[src/rtl/async_downcount_pkg.sv]
// Shared constants for the async_downcount counter slice.
package async_downcount_pkg;

   localparam int unsigned DOWNCOUNT_WIDTH = 4;
   localparam logic [31:0] DOWNCOUNT_RESET = '0;

endpackage

[src/rtl/async_downcount_stage.sv]
// One toggle bit of the down counter; passes a borrow upward when it is zero.
module downcount_stage
   import async_downcount_pkg::*;
(
   input  logic clk,
   input  logic reset,
   input  logic borrow_in,
   output logic q_bit,
   output logic borrow_out
);

   always_ff @(posedge clk) begin
      if (reset) begin
         q_bit <= DOWNCOUNT_RESET[0];
      end else if (borrow_in) begin
         q_bit <= ~q_bit;
      end
   end

   assign borrow_out = borrow_in & ~q_bit;

endmodule

[src/rtl/async_downcount.sv]
// Free-running down counter built from chained toggle stages on a single clock.
// Optional registered wrap flag 'borrow' when ASYNC_DOWNCOUNT_BORROW_EN is defined.
module async_downcount
   import async_downcount_pkg::*;
#(
   parameter int unsigned WIDTH = DOWNCOUNT_WIDTH
) (
   input  logic             clk,
   input  logic             reset,
   output logic [WIDTH-1:0] q
`ifdef ASYNC_DOWNCOUNT_BORROW_EN
   ,
   output logic             borrow
`endif
);

   logic [WIDTH:0] chain;

   assign chain[0] = 1'b1;

   for (genvar i = 0; i < WIDTH; i++) begin : g_stage
      downcount_stage u_stage (
         .clk        (clk),
         .reset      (reset),
         .borrow_in  (chain[i]),
         .q_bit      (q[i]),
         .borrow_out (chain[i+1])
      );
   end

`ifdef ASYNC_DOWNCOUNT_BORROW_EN
   // chain[WIDTH] is high exactly when q is zero; 'running' masks the
   // 0 -> all-ones step that immediately follows reset release.
   logic running;

   always_ff @(posedge clk) begin
      if (reset) begin
         running <= 1'b0;
         borrow  <= 1'b0;
      end else begin
         running <= 1'b1;
         borrow  <= running & chain[WIDTH];
      end
   end
`else
   logic chain_unused;
   assign chain_unused = chain[WIDTH];
`endif

endmodule

[config.mk]
export PLATFORM = sky130hd
export DESIGN_NAME = async_downcount
export DESIGN_NICKNAME = d
export VERILOG_FILES = /design/src/rtl/async_downcount_pkg.sv /design/src/rtl/async_downcount_stage.sv /design/src/rtl/async_downcount.sv
export SDC_FILE = /design/constraint.sdc
export NUM_CORES = 1
export LEC_CHECK = 0
export ABC_AREA = 1
export CELL_PAD_IN_SITES_DETAIL_PLACEMENT = 1
export CELL_PAD_IN_SITES_GLOBAL_PLACEMENT = 1
export CORE_AREA = 2 2 39 41
export CTS_CLUSTER_SIZE = 30
export DETAILED_ROUTE_END_ITERATION = 8
export DIE_AREA = 0 0 41 43
export PLACE_DENSITY = 0.57
export REMOVE_ABC_BUFFERS = 1
export SETUP_SLACK_MARGIN = 0.5
export SLEW_MARGIN = 20
export SYNTH_ARGS = -nofsm -noshare
export SYNTH_HDL_FRONTEND = slang
export SYNTH_HIERARCHICAL = 1
export SYNTH_SLANG_ARGS = --single-unit
export TNS_END_PERCENT = 100
[constraint.sdc]
create_clock -name clk -period 1 [get_ports clk]
set_input_delay 0.1 -clock clk [delete_from_list [all_inputs] [get_ports clk]]
set_output_delay 0.1 -clock clk [all_outputs]
set_load 0.02 [all_outputs]
==> results of run 1 <==
[power by group through the flow]
stage               combinational, uW  clock (uW)  sequential, uW
CTS                               155         232             187
detailed placement                147           0             186
finish                            177         220             187
global placement                  145           0             185
global route                      194         237             189
floorplan                        52.1           0             207
[cells in the final DEF (no fill, tap or decap)]
cell / count
buf_6: 6
inv_1: 2
nand2_2: 6
a21oi_2: 4
clkdlybuf4s50_1: 1
dfxtp_2: 3
inv_2: 9
nand2_1: 2
clkbuf_4: 3
buf_4: 7
conb_1: 2
dfxtp_1: 1
[final cells by class]
cell class / count / area, sq um
Tap cell: 16 / 20.0
Timing Repair Buffer: 14 / 130
Inverter: 11 / 41.3
Clock buffer: 3 / 22.5
Multi-Input combinational cell: 14 / 87.6
Sequential cell: 4 / 83.8
Fill cell: 165 / 998
[per-layer routing]
metal | wire (um) | share of wire, % | global-route usage [%] | vias up
met3 | 38 | 7.3 | 3.14 | 2
met4 | 7 | 1.3 | 8.00 | 0
li1 | - | - | - | 110
met2 | 234 | 45 | 8.44 | 6
met5 | 0 | 0 | 0 | -
met1 | 241 | 46 | 9.65 | 93
[metrics by stage]
stage          std cells  setup slack, ns  setup TNS [ns]  cell area [sq um]
2_1_floorplan         29           -0.116          -0.116                204
3_3_place_gp          56          -0.0402         -0.0596                319
3_5_place_dp          56          -0.0546          -0.117                319
4_1_cts               60           0.0338               0                358
5_1_grt               62          -0.0461         -0.0878                385
6_report              62           0.0357               0                385
[worst paths after layout]
path | start | endpoint | slack [ns]
worst min register to register | g_stage[1].u_stage/q_bit$_SDFFE_PP0P_ | g_stage[1].u_stage/q_bit$_SDFFE_PP0P_ | 0.57
worst max register to register | g_stage[0].u_stage/q_bit$_SDFFE_PP0P_ | g_stage[2].u_stage/q_bit$_SDFFE_PP0P_ | 0.04
worst min-delay path | reset | g_stage[0].u_stage/q_bit$_SDFFE_PP0P_ | 0.54
worst max-delay path | g_stage[0].u_stage/q_bit$_SDFFE_PP0P_ | g_stage[2].u_stage/q_bit$_SDFFE_PP0P_ | 0.04
[repair_timing]
action	4_1_cts	5_1_grt
setup buffers	1	2
gates cloned	0	0
hold endpoints to repair	0	0
gates resized for setup	27	9
setup endpoints to repair	8	8
pin swaps	4	7
==> results.md, run 1 <==
* Overflow after GRT at 0
* Chip Height at 43 um
* Critical path class: reg2reg
* Worst EP required at 1.17 ns
* IO Pins at 6
* 1st-iter DRT viols at 2
* Syn Area/Cell at 7.15 sq um
* Root Driver: clkbuf_4
* Util after Layout at 27.8%
* Core Region at 0.00138 sq mm
* Final Max Tran Viols at 0
* Hold Path Stages at 2
* H-tree level count at 1
* Top reg by flops: g_stage.u_stage/q_bit
* Pint at 408 uW
* Max Clock Freq at 1040 MHz
* Die Wd at 41 um
* Sequential share of power at 32.0%
* Crit-path cells: inv_2, nand2_2, inv_2, nand2_2, inv_2, nand2_2, buf_4, a21oi_2
* Clock Pin Slew Worst Setup and Hold Paths at 0.05 ns
* GP Congestion at 0.619
* Antenna violations before repair at 0
* Antenna Cells at 0
* Largest net degree at the start of global routing at 5
* Final nets at 50
* Outcome: completed
* Vias at 211
* CP endpoint kind: flop
* Routed wire length at 521 um
* Clock buffer count from CTS at 3
* First-pass DRT Iterations at 2
* Crit path buf inv count at 4
* MaxCap Viol Count at 0
* Tot GR Track Use at 7.53%
* Detail Route Antenna Nets at 0
* R2R depth at 8
* Area Growth Syn to Fin at 92.5%
* Clock Power Share at 37.6%
* Worst path max stage delay at 0.32 ns
* Vias in the first global route at 200
* Hold Slack at 0.541 ns
* Full die area at 0.00176 sq mm
* CTS sink count at 4
* # setup viols final at 0
* Avg Vias per Cell at 3.40
* CTS tree: done
* Synthesized area at 200 sq um
* Initial Utilization at 14.5%
* Top flop regs: g_stage.u_stage/q_bit: 4 flops
* Pwr Total at 585 uW
* Tmin final at 0.964 ns
* DR WL/cell at 8.40 um
* Hold Crit Class: in2reg
* Max reg flops at 4
* CP max-delay cell: dfxtp_2
* Psw at 177 uW
* # hold bufs at CTS at 0
* Fraction of layout instances using a drive strength above 1 at 82.6%
* Sw Share at 30.3%
* Number of stages on the worst setup path at 8
* RSZ-0062 raised after global routing: true
* Combinational share of power at 30.4%
* Worst skew pair latency at 0.24 ns
* First-pass GRT wire length at 807 um
* Crit path DAT at 1.13 ns
* Worst VDD drop at 464 uV
* CP max FO at 2
* Longest Clk Path Bufs at 2
* Placement Rows at 14
* Fin. Hold Viols at 0
* Synth warn at 6
* # DRC at 0
* Cells after synthesis at 28
* Crit-path leading delay family: flip-flops
* Input/output buffers at 5
* Final HPWL DP at 321 um
* Nature of the critical path startpoint: flop
* Pwr/cell area at 1520 mW/mm^2
* Clk_skew at 0.00180 ns
* Leak pwr at 0.000196 uW
* Crit share post-route at 96.4%
Note: power is estimated with default switching activity, not from simulation.
==> run 2: changes to the inputs <==
--- a/config.mk
+++ b/config.mk
@@ -6,6 +6,7 @@
 export NUM_CORES = 1
 export LEC_CHECK = 0
 export ABC_AREA = 1
+export ABC_CLOCK_PERIOD_IN_PS = 1000
 export CELL_PAD_IN_SITES_DETAIL_PLACEMENT = 1
 export CELL_PAD_IN_SITES_GLOBAL_PLACEMENT = 1
 export CORE_AREA = 2 2 39 41
==> results of run 2 <==
No change in the layout: final DEF, timing and power equal those of run 1.
==> run 3: changes to the inputs <==
--- a/config.mk
+++ b/config.mk
@@ -6,10 +6,10 @@
 export NUM_CORES = 1
 export LEC_CHECK = 0
 export ABC_AREA = 1
-export ABC_CLOCK_PERIOD_IN_PS = 1000
 export CELL_PAD_IN_SITES_DETAIL_PLACEMENT = 1
 export CELL_PAD_IN_SITES_GLOBAL_PLACEMENT = 1
 export CORE_AREA = 2 2 39 41
+export CTS_BUF_LIST = sky130_fd_sc_hd__clkbuf_2
 export CTS_CLUSTER_SIZE = 30
 export DETAILED_ROUTE_END_ITERATION = 8
 export DIE_AREA = 0 0 41 43
==> run 3 against run 2 <==
Against the previous run: final cell count is the same; register-to-register slack is essentially flat; combinational power is essentially flat; highest routed layer unchanged; cell area is 1.9% lower; global-route usage did not move; critical endpoint unchanged; total power down 9.5%; via count stayed put; routed wire length fell by 0.19%; clock power shrank 25%; largest cell class unchanged; sequential power is essentially flat; hold slack gained 0.022 ns.
==> results.md, run 3 (same netlist as run 1, synthesis figures left out) <==
* Outcome: completed (unchanged)
* GP Congestion at 0.619 (unchanged)
* Commonest non-fill, non-tap cell in the layout: inv_2 (unchanged)
* Routed wire length at 520 um (was 521 um)
* # DRC at 0 (unchanged)
* R2R depth at 8 (unchanged)
* Area of the multi-input gates at 87.6 sq um (unchanged)
* Chip Height at 43 um (unchanged)
* Largest net degree at the start of global routing at 5 (unchanged)
* Hold Crit Class: in2reg (unchanged)
* First-pass GRT wire length at 807 um (unchanged)
* Crit path DAT at 1.11 ns (was 1.13 ns)
* CP endpoint kind: flop (unchanged)
* Overflow after GRT at 0 (unchanged)
* Nature of the critical path startpoint: flop (unchanged)
* Worst skew pair latency at 0.21 ns (was 0.24 ns)
* RSZ-0062 raised after global routing: true (unchanged)
* MaxCap Viol Count at 0 (unchanged)
* Max Clock Freq at 1030 MHz (was 1040 MHz)
* CTS tree: done (unchanged)
* Antenna Cells at 0 (unchanged)
* Core Region at 0.00138 sq mm (unchanged)
* 1st-iter DRT viols at 0 (was 2)
* Tot GR Track Use at 7.53% (unchanged)
* Die Wd at 41 um (unchanged)
* Longest Clk Path Bufs at 2 (unchanged)
* Input/output buffers at 5 (unchanged)
* Vias in the first global route at 200 (unchanged)
* Vias at 211 (unchanged)
* Hold Path Stages at 2 (unchanged)
* Tmin final at 0.969 ns (was 0.964 ns)
* Clock Pin Slew Worst Setup and Hold Paths at 0.06 ns (was 0.05 ns)
* Placement Rows at 14 (unchanged)
* Initial Utilization at 14.5% (unchanged)
* CP max FO at 2 (unchanged)
* Pwr/cell area at 1400 mW/mm^2 (was 1520 mW/mm^2)
* Fillers at 163 (was 165)
* Cells after DPL at 56 (unchanged)
* Fin. Hold Viols at 0 (unchanged)
* Fraction of layout instances using a drive strength above 1 at 82.6% (unchanged)
* Leak pwr at 0.000195 uW (was 0.000196 uW)
* Crit share post-route at 96.9% (was 96.4%)
* # setup viols final at 0 (unchanged)
* Avg Vias per Cell at 3.40 (unchanged)
* Clock buffer count from CTS at 3 (unchanged)
* Critical path class: reg2reg (unchanged)
* First-pass DRT Iterations at 1 (was 2)
* Util after Layout at 27.3% (was 27.8%)
* Top reg by flops: g_stage.u_stage/q_bit (unchanged)
* Full die area at 0.00176 sq mm (unchanged)
* Antenna violations before repair at 0 (unchanged)
* Final nets at 50 (unchanged)
* Fin cells at 62 (unchanged)
* IO Pins at 6 (unchanged)
* Most frequent cells in the layout: inv_2, buf_4, nand2_2, buf_6, a21oi_2 (unchanged)
* Worst EP required at 1.14 ns (was 1.17 ns)
* Detail Route Antenna Nets at 0 (unchanged)
* Final HPWL DP at 321 um (unchanged)
* Final Max Tran Viols at 0 (unchanged)
* Reg area at 83.8 sq um (unchanged)
* Max reg flops at 4 (unchanged)
* Clk_skew at 0.00320 ns (was 0.00180 ns)
* CTS sink count at 4 (unchanged)
* Root Driver: clkbuf_2 (was clkbuf_4)
* Worst VDD drop at 432 uV (was 464 uV)
* Top flop regs: g_stage.u_stage/q_bit: 4 flops (unchanged)
* Area Growth Syn to Fin at 88.7% (was 92.5%)
* DR WL/cell at 8.39 um (was 8.40 um)
* H-tree level count at 1 (unchanged)
* # hold bufs at CTS at 0 (unchanged)
==> run 3: changes by cell type in the layout (fill, tap and decap cells not counted) <==
cell	change
clkbuf_4	-3
clkbuf_2	+3
==> run 3: through the flow <==
step	setup slack, ns	setup TNS [ns]	area (sq um)	hold WS, ns	power (uW)
3_3_place_gp	-0.0402	-0.0596	319	0.579	330
3_5_place_dp	-0.0546	-0.117	319	0.591	333
2_1_floorplan	-0.116	-0.116	204	0.162	259
5_1_grt	-0.0514	-0.0995	378	0.582	563
6_report	0.0307	0	378	0.563	529
4_1_cts	0.0294	0	350	0.555	519
==> run 3: cell type report <==
class | instances | share of cell area (%)
clock buffers | 3 | 3.97
inverters | 11 | 10.9
multi-input cells | 14 | 23.2
flip-flops and latches | 4 | 22.2
well taps | 16 | 5.30
repair buffers | 14 | 34.4
==> run 3: critical path, cell delays in order (launching register included) <==
cell and delay, ns:
dfxtp_2 0.32, inv_2 0.05, nand2_2 0.06, inv_2 0.06
nand2_2 0.06, inv_2 0.06, nand2_2 0.06, buf_4 0.13
a21oi_2 0.11
==> run 3: metal layers <==
| metal | part of all wire [%] | track usage (%) |
|---|---|---|
| met1 | 46 | 9.65 |
| met2 | 45 | 8.44 |
| met3 | 7.3 | 3.14 |
| met4 | 1.3 | 8.00 |
| met5 | 0 | 0 |
==> run 3: final timing paths <==
check                                                            from                               endpoint  slack, ns
worst max-delay path            g_stage[0].u_stage/q_bit$_SDFFE_PP0P_  g_stage[2].u_stage/q_bit$_SDFFE_PP0P_       0.03
worst max register to register  g_stage[0].u_stage/q_bit$_SDFFE_PP0P_  g_stage[2].u_stage/q_bit$_SDFFE_PP0P_       0.03
worst min-delay path                                            reset  g_stage[0].u_stage/q_bit$_SDFFE_PP0P_       0.56
worst min register to register  g_stage[1].u_stage/q_bit$_SDFFE_PP0P_  g_stage[1].u_stage/q_bit$_SDFFE_PP0P_       0.57
==> run 3: timing repair <==
action / 4_1_cts / 5_1_grt
buffers inserted: 1 / 2
pin swaps: 4 / 7
setup endpoints to repair: 8 / 8
resized for setup: 27 / 9
==> run 3: power by group <==
part	switching [uW]	total, uW	internal, uW	leakage (uW)
clock	83.6	165	81.3	0.0000125
combinational	82.2	177	95.2	0.000148
sequential	10.1	186	176	0.0000341
total	176	529	353	0.000195
